### src/rtl/cmp_seq_pkg.sv
// Shared types and constants for the sequential nibble-compare controller.
package cmp_seq_pkg;

  typedef enum logic [1:0] {
    S_IDLE = 2'd0,
    S_CMP  = 2'd1,
    S_RESP = 2'd2
  } state_t;

  localparam logic REQ0 = 1'b0;
  localparam logic REQ1 = 1'b1;

endpackage

### src/rtl/nib_eq4.sv
// Combinational 4-bit equality unit; the single shared compare resource.
module nib_eq4 (
  input  logic [3:0] a_i,
  input  logic [3:0] b_i,
  output logic       eq_o
);

  assign eq_o = (a_i == b_i);

endmodule

### src/rtl/cmp_seq_ctrl.sv
// Two-requester equality compare engine: round-robin accept, then an
// LSB-first nibble walk through one shared nib_eq4 with early exit on mismatch.
module cmp_seq_ctrl
  import cmp_seq_pkg::*;
#(
  parameter int NIBBLES = 4,
  parameter int IDX_W   = 2
) (
  input  logic                   clk,
  input  logic                   rst,
  input  logic                   req0_valid,
  input  logic [4*NIBBLES-1:0]   req0_a,
  input  logic [4*NIBBLES-1:0]   req0_b,
  output logic                   req0_ready,
  input  logic                   req1_valid,
  input  logic [4*NIBBLES-1:0]   req1_a,
  input  logic [4*NIBBLES-1:0]   req1_b,
  output logic                   req1_ready,
  output logic                   rsp_valid,
  input  logic                   rsp_ready,
  output logic                   rsp_id,
  output logic                   rsp_eq,
  output logic [IDX_W-1:0]       rsp_idx,
  output logic                   busy
);

  localparam int                W        = 4 * NIBBLES;
  localparam logic [IDX_W-1:0]  LAST_IDX = IDX_W'(NIBBLES - 1);

  state_t             state_q, state_d;
  logic [IDX_W-1:0]   idx_q, idx_d;
  logic               last_q, last_d;
  logic [W-1:0]       a_q, a_d;
  logic [W-1:0]       b_q, b_d;
  logic               id_q, id_d;
  logic               eq_q, eq_d;
  logic [IDX_W-1:0]   rsp_idx_q, rsp_idx_d;

  logic               grant_id;
  logic               nib_match;
  logic [3:0]         nib_a;
  logic [3:0]         nib_b;

  assign nib_a = a_q[4*idx_q +: 4];
  assign nib_b = b_q[4*idx_q +: 4];

  nib_eq4 u_nib_eq4 (
    .a_i  (nib_a),
    .b_i  (nib_b),
    .eq_o (nib_match)
  );

  // NOTE: every signal written here gets a default first, so no path leaves
  // one unassigned and no latch is inferred.
  always_comb begin
    state_d    = state_q;
    idx_d      = idx_q;
    last_d     = last_q;
    a_d        = a_q;
    b_d        = b_q;
    id_d       = id_q;
    eq_d       = eq_q;
    rsp_idx_d  = rsp_idx_q;
    req0_ready = 1'b0;
    req1_ready = 1'b0;

    // With both valid, the requester that did not win last time goes next.
    if (req0_valid && req1_valid) grant_id = ~last_q;
    else if (req1_valid)          grant_id = REQ1;
    else                          grant_id = REQ0;

    case (state_q)
      S_IDLE: begin
        if ((req0_valid || req1_valid) && !rst) begin
          req0_ready = (grant_id == REQ0);
          req1_ready = (grant_id == REQ1);
          a_d        = (grant_id == REQ1) ? req1_a : req0_a;
          b_d        = (grant_id == REQ1) ? req1_b : req0_b;
          id_d       = grant_id;
          last_d     = grant_id;
          idx_d      = '0;
          state_d    = S_CMP;
        end
      end
      S_CMP: begin
        if (!nib_match) begin
          eq_d      = 1'b0;
          rsp_idx_d = idx_q;
          state_d   = S_RESP;
        end else if (idx_q == LAST_IDX) begin
          eq_d      = 1'b1;
          rsp_idx_d = LAST_IDX;
          state_d   = S_RESP;
        end else begin
          idx_d     = idx_q + IDX_W'(1);
        end
      end
      S_RESP: begin
        if (rsp_ready) state_d = S_IDLE;
      end
      default: state_d = S_IDLE;
    endcase
  end

  // NOTE: state is updated with non-blocking assignments so every register
  // samples the values from before this edge.
  always_ff @(posedge clk or posedge rst) begin
    if (rst) begin
      state_q   <= S_IDLE;
      idx_q     <= '0;
      last_q    <= REQ1;
      // NOTE: operand latches are reset too, so an aborted compare leaves no
      // stale data behind.
      a_q       <= '0;
      b_q       <= '0;
      id_q      <= 1'b0;
      eq_q      <= 1'b0;
      rsp_idx_q <= '0;
    end else begin
      state_q   <= state_d;
      idx_q     <= idx_d;
      last_q    <= last_d;
      a_q       <= a_d;
      b_q       <= b_d;
      id_q      <= id_d;
      eq_q      <= eq_d;
      rsp_idx_q <= rsp_idx_d;
    end
  end

  assign rsp_valid = (state_q == S_RESP);
  assign busy      = (state_q != S_IDLE);
  assign rsp_id    = id_q;
  assign rsp_eq    = eq_q;
  assign rsp_idx   = rsp_idx_q;

endmodule

### config.mk
export PLATFORM = sky130hd
export DESIGN_NAME = cmp_seq_ctrl
export DESIGN_NICKNAME = d
export VERILOG_FILES = /design/src/rtl/cmp_seq_pkg.sv /design/src/rtl/nib_eq4.sv /design/src/rtl/cmp_seq_ctrl.sv
export SDC_FILE = /design/constraint.sdc
export NUM_CORES = 1
export LEC_CHECK = 0
export CORE_MARGIN = 2
export CORE_UTILIZATION = 42
export CTS_CLUSTER_DIAMETER = 60
export DETAILED_ROUTE_END_ITERATION = 8
export GPL_TIMING_DRIVEN = 0
export HOLD_SLACK_MARGIN = 0.05
export PLACE_DENSITY = 0.74
export SLEW_MARGIN = 20
export SYNTH_ARGS = -nofsm -noshare
export SYNTH_HDL_FRONTEND = slang
export SYNTH_HIERARCHICAL = 1
export SYNTH_SLANG_ARGS = --single-unit
### constraint.sdc
create_clock -name clk -period 3.11 [get_ports clk]
set_clock_uncertainty 0.15 [all_clocks]
set_input_delay 0.622 -clock clk [delete_from_list [all_inputs] [get_ports clk]]
set_output_delay 0.622 -clock clk [all_outputs]
set_load 0.02 [all_outputs]
After elaboration in Yosys (flattened, before gate mapping)
Index checks and enable logic that the tools add are counted.
{"block": "word_totals", "register_bits": 41, "inputBits": 69, "out_inout_bits": 8, "elab_cells": 55}
{"block": "op_classes", "addsub": 1, "n_eq_ne": 10, "shift": 2, "muxes": 21, "n_bitwise": 2, "reduce_logical": 11}
{"operator": "$mux W16", "n": 2}
{"operator": "$shiftx A16 B5 Y4", "n": 2}
{"operator": "$mux W2", "n": 9}
{"operator": "$mux W1", "n": 8}
{"operator": "$ne A2 B2 Y1 const B", "n": 3}
{"operator": "$pmux W2 S3", "n": 1}
{"operator": "$eq A2 B2 Y1 const B", "n": 2}
{"operator": "$eq A4 B4 Y1", "n": 1}
{"operator": "$ne A2 B1 Y1 const B", "n": 2}
{"operator": "$pmux W2 S2", "n": 1}
{"operator": "$reduce_and A2 Y1", "n": 2}
{"operator": "$reduce_and A4 Y1", "n": 1}
{"operator": "$reduce_bool A2 Y1", "n": 2}
{"operator": "$ne A3 B3 Y1 const B", "n": 1}
{"operator": "$reduce_and A3 Y1", "n": 1}
{"operator": "$add A2 B1 Y2 const B", "n": 1}
{"operator": "$eq A2 B1 Y1 const B", "n": 1}
{"operator": "$logic_and A1 B1 Y1", "n": 2}
{"operator": "$logic_not A2 Y1", "n": 1}
{"operator": "$not A1 Y1", "n": 2}
{"operator": "$logic_not A1 Y1", "n": 1}
{"operator": "$logic_or A1 B1 Y1", "n": 1}

Logic depth before layout (Yosys ltp)
{"block": "logic_depth", "depth_word": 5, "ltp_mapped": 7, "depth_no_buf": 6}

Hierarchy
Netlist, hierarchy kept.
{"mod": "cmp_seq_ctrl", "n_inst": 1, "cells_per_inst": 199, "area_each_um2": 2307.2, "seq_area_each_um2": 1027.2}
{"mod": "nib_eq4", "n_inst": 1, "cells_per_inst": 5, "area_each_um2": 47.5, "seq_area_each_um2": 0.0}

Least setup slack after synthesis
Ideal clock, no wire load.
{"block": "synth_path", "path_type": "register -> register", "startpoint": "reg idx_q[0]", "endpoint": "reg idx_q[0]", "setup_time_ps": 132, "t_arrival_ps": 2104, "required_ps": 2828, "path_slack_ps": 724, "stages_incl_launch_ff": 8, "n_path_buf": 1, "synth_period_minus_slack_ps": 2386, "cell_sequence": "dfrtp_1 -> buf_2 -> mux4_2 -> xor2_1 -> nor4_2 -> nand4bb_1 -> o21ai_2 -> mux2i_1"}
{"block": "synth_between", "elab_chain_cells": 4, "word_cells_on_any_way": 11, "cone_classes": "add/sub (1); eq/ne (4); shift (2); mux (3); reduce/logical (1)"}
{"element": "from (decl)", "line": "cmp_seq_ctrl.sv:31", "text": "logic [IDX_W-1:0] idx_q, idx_d;"}
{"element": "from (signal assigned)", "line": "cmp_seq_ctrl.sv:121", "text": "idx_q <= idx_d;"}
{"element": "$shiftx A16 B5 Y4", "line": "cmp_seq_ctrl.sv:45", "text": "assign nib_b = b_q[4*idx_q +: 4];"}
{"element": "named net nib_b[1]", "line": "cmp_seq_ctrl.sv:42", "text": "logic [3:0] nib_b;"}
{"element": "$eq A4 B4 Y1", "line": "nib_eq4.sv:8", "text": "assign eq_o = (a_i == b_i);"}
{"element": "named net nib_match", "line": "cmp_seq_ctrl.sv:40", "text": "logic nib_match;"}
{"element": "$ne A2 B2 Y1 (no source line)"}
{"element": "$reduce_and A4 Y1 (no source line)"}
The timed path passes the listed nets, and every way through them passes these cells. The select of a mux whose other input is x is not followed.
A chain may end at the register's enable or synchronous reset.

Worst setup path in the final report
{"block": "layout_path", "startpoint": "in rst", "endpoint": "out req1_ready"}
{"block": "layout_between", "elab_chain_cells": 4}
{"element": "from (decl)", "line": "cmp_seq_ctrl.sv:10", "text": "input logic rst,"}
{"element": "$logic_not A1 Y1 (no source line)"}
{"element": "$logic_and A1 B1 Y1", "line": "cmp_seq_ctrl.sv:74", "text": "if ((req0_valid || req1_valid) && !rst) begin"}
{"element": "$mux W1", "line": "cmp_seq_ctrl.sv:74"}
{"element": "$mux W1", "line": "cmp_seq_ctrl.sv:72", "text": "case (state_q)"}
{"element": "to (decl)", "line": "cmp_seq_ctrl.sv:18", "text": "output logic req1_ready,"}
Every way passes these cells.

==> key figures <==
Status
  – Status: completed

Critical path
  – Critical path launch point type: primary input
  – Critical Path Max Stage Delay: 0.45 ns
  – Family with the most delay on the worst path: buffers and inverters
  – Crit-path most repeated cell: buf_2
  – Buf/Inv on CP: 4
  – Worst path required time: 2.34 ns
  – Worst Path Arrival: 2.23 ns
  – Nature of the critical path endpoint: primary output
  – Crit Path Class: primary input to primary output
  – Critical path peak fanout: 10
  – Crit-path cells: clkdlybuf4s50_1 > nor3_2 > and3_1 > buf_2 > buf_2 > dlygate4sd2_1
  – Slowest CP cell: clkdlybuf4s50_1

Logic synthesis
  – Flop and latch count out of synthesis: 41
  – Post-Synthesis Cell Area: 2355 sq um
  – Primary FF master, synth: dfrtp_1
  – Gate Count Post-Synth: 204
  – Unique masters post-synth: 34
  – Syn_nets: 274
  – Yosys warnings: 6
  – Async SR Flop Fraction: 1.000
  – Avg Cell Area, Syn: 11.54 sq um
  – Post-synth EDFFs: 0
  – Register area share after synthesis: 0.4362

Power
  – Seq pwr share: 0.387
  – Pwr dens: 744.2 nW/um^2
  – VDD IR max: 0.0002854 V
  – Clock network power share: 0.135
  – Int Pwr: 1.573 mW
  – Leak Pwr: 1.370 nW
  – Sw Share: 0.3606
  – Psw: 0.8872 mW
  – Comb pwr share: 0.478
  – Tot Pwr: 2.460 mW

Die
  – Die Ht: 78.88 microns
  – Starting Density: 0.4303
  – Die width: 78.88 microns
  – Row Count: 27
  – Core Footprint: 5473 sq um
  – Total die area: 6221 sq um
  – Ports: 77

Routing
  – Routed WL per cell: 17.01 microns
  – DR vias: 1955
  – DRT iter0 DRCs: 89
  – Via/cell ratio: 5.431
  – Detail Route Antenna Nets: 0
  – Drt total wl: 6123 microns
  – Residual DRC count: 0
  – DR pass1 iterations: 4

Place
  – Post-DP HPWL: 4562 microns
  – Pre-CTS setup slack: -0.2081 ns
  – Port Buffer Count: 75
  – Area after DPL: 3223 sq um
  – Gpl congestion: 0.7748

STA
  – Hold WS: 0.3426 ns
  – Hold Violations, Final: 0
  – Worst Tran Pin Value: 0.5738 ns
  – Setup slack after layout: 0.1030 ns
  – Final period util: 0.9669
  – Final setup fails: 0
  – Fin crit period: 3.007 ns
  – Slew HR: 0.6143
  – Slew Limit Fails: 0
  – Achievable frequency: 332.6 MHz
  – RSZ-0062 raised after global routing: no

Hold path
  – Worst hold path type: flip-flop to flip-flop

GRT
  – Vias in the first global route: 1992
  – Met3 Use GR: 0.04659
  – M2 GR Usage: 0.3222
  – Initial antenna violation count: 0
  – Met1 Usage GRT: 0.2849
  – GR peak layer: met2
  – Global-route wire length before repair: 9687 microns
  – Overall global routing resource usage: 0.2029
  – GRT overflow: 0
  – Largest net degree at the start of global routing: 22

Cells and area
  – Final instance area: 3306 sq um
  – Commonest non-fill, non-tap cell in the layout: clkdlybuf4s50_1
  – Area grow syn2layout: 40.38%
  – Fillers: 486
  – Ant diodes: 0
  – Fin nets: 357
  – Share of post-route cells with drive strength above 1: 0.2361
  – Most frequent cells in the layout: clkdlybuf4s50_1 (73), dfrtp_1 (40), nand2_1 (34), a221o_1 (32), nor3_2 (29)

Clock tree
  – TritonCTS clock tree: built
  – TritonCTS Buffers: 5
  – CTS Buffer Depth: 2
  – Clock-pin slew on the worst setup and hold paths: 0.07 ns
  – Clock insertion delay at the later pin of the skew report: 0.29 ns
  – Root Driver: clkbuf_8
  – Total clock sinks: 41
  – H-Tree Depth: 2
  – Cts hold-fix bufs: 0

Job
  – Max-cap violations: 0
==> power by group through the flow <==
stage	sequential, mW	clock (mW)	combinational, mW
final	0.952	0.332	1.18
after global routing	0.971	0.352	1.27
after CTS	0.943	0.335	1.19
after detailed placement	0.950	0	1.18
after global placement	0.943	0	1.15
after floorplan	0.904	0	0.845
==> final timing paths <==
kind	startpoint	endpoint	slack (ns)	depth (start not counted)
worst max-delay path	rst	req1_ready	0.10	6
worst min-delay path	rsp_id$_DFFE_PP0P_	rsp_id$_DFFE_PP0P_	0.34	1
worst max register to register	idx_q[0]$_DFFE_PP0P_	idx_q[1]$_DFFE_PP0P_	0.32	7
worst min register to register	rsp_id$_DFFE_PP0P_	rsp_id$_DFFE_PP0P_	0.34	1
max in group asynchronous	rst	last_q$_DFFE_PP1P_	1.69	3
min in group asynchronous	rst	state_q[1]$_DFFE_PP0P_	0.58	2
==> repair_timing <==
| action | in CTS | in global routing |
|---|---|---|
| resized for setup | 3 | 0 |
| hold endpoints to repair | 0 | 0 |
| setup endpoints to repair | 2 | 0 |
| setup buffers | 0 | 0 |
==> metrics by stage <==
step                cells  setup TNS, ns    util
finish                360              0  0.6040
global route          360              0  0.6040
CTS                   360              0  0.6040
detailed placement    352        -0.3716  0.5889
global placement      351        -0.3414  0.5839
floorplan             204              0       -
==> sequential cells by signal, indices dropped and copies added (netlist names) <==
register	flops
b_q	16
idx_q	2
rsp_id	1
last_q	1
rsp_idx	2
rsp_eq	1
state_q	2
a_q	16
==> layer usage <==
metal,up-vias,wire length [microns]
met5,-,0
met4,0,53
met3,4,372
met2,64,2876
met1,947,2821
li1,940,-
==> cells by family after synthesis <==
| family | synth area share |
|---|---|
| xor+xnor | 0.01488 |
| simple gates | 0.2216 |
| compound gates | 0.1674 |
| flops | 0.4362 |
| mux | 0.08076 |
| fa+ha+maj | 0.005313 |
| buf+inv | 0.07385 |
==> area by class of cell <==
| type | count | area, sq um | share of cell area |
|---|---|---|---|
| multi-input combinational | 136 | 1154 | 0.3490 |
| sequential | 41 | 1027 | 0.3108 |
| timing repair buffer | 76 | 775.7 | 0.2347 |
| buffer | 21 | 153.9 | 0.04656 |
| tap | 72 | 90.09 | 0.02725 |
| clock buffer | 6 | 72.57 | 0.02195 |
| inverter | 6 | 22.52 | 0.006813 |
| clock inverter | 2 | 10.01 | 0.003028 |
==> cell usage after synthesis (2+ instances only) <==
cell      instances  area (sq um)
nand2_1          34         127.6
buf_2            13         65.06
xor2_1            4         35.03
mux4_2            8         180.2
clkbuf_1          3         11.26
inv_1             6         22.52
buf_12            3         60.06
dfrtp_1          40          1001
nor2_1            4         15.01
o32a_1            2         20.02
a221o_1          32         320.3
nor3_1            4         20.02
nor3_2           29         290.3
o21a_1            2         15.01
No activity file was read; power rests on OpenSTA's default activity.
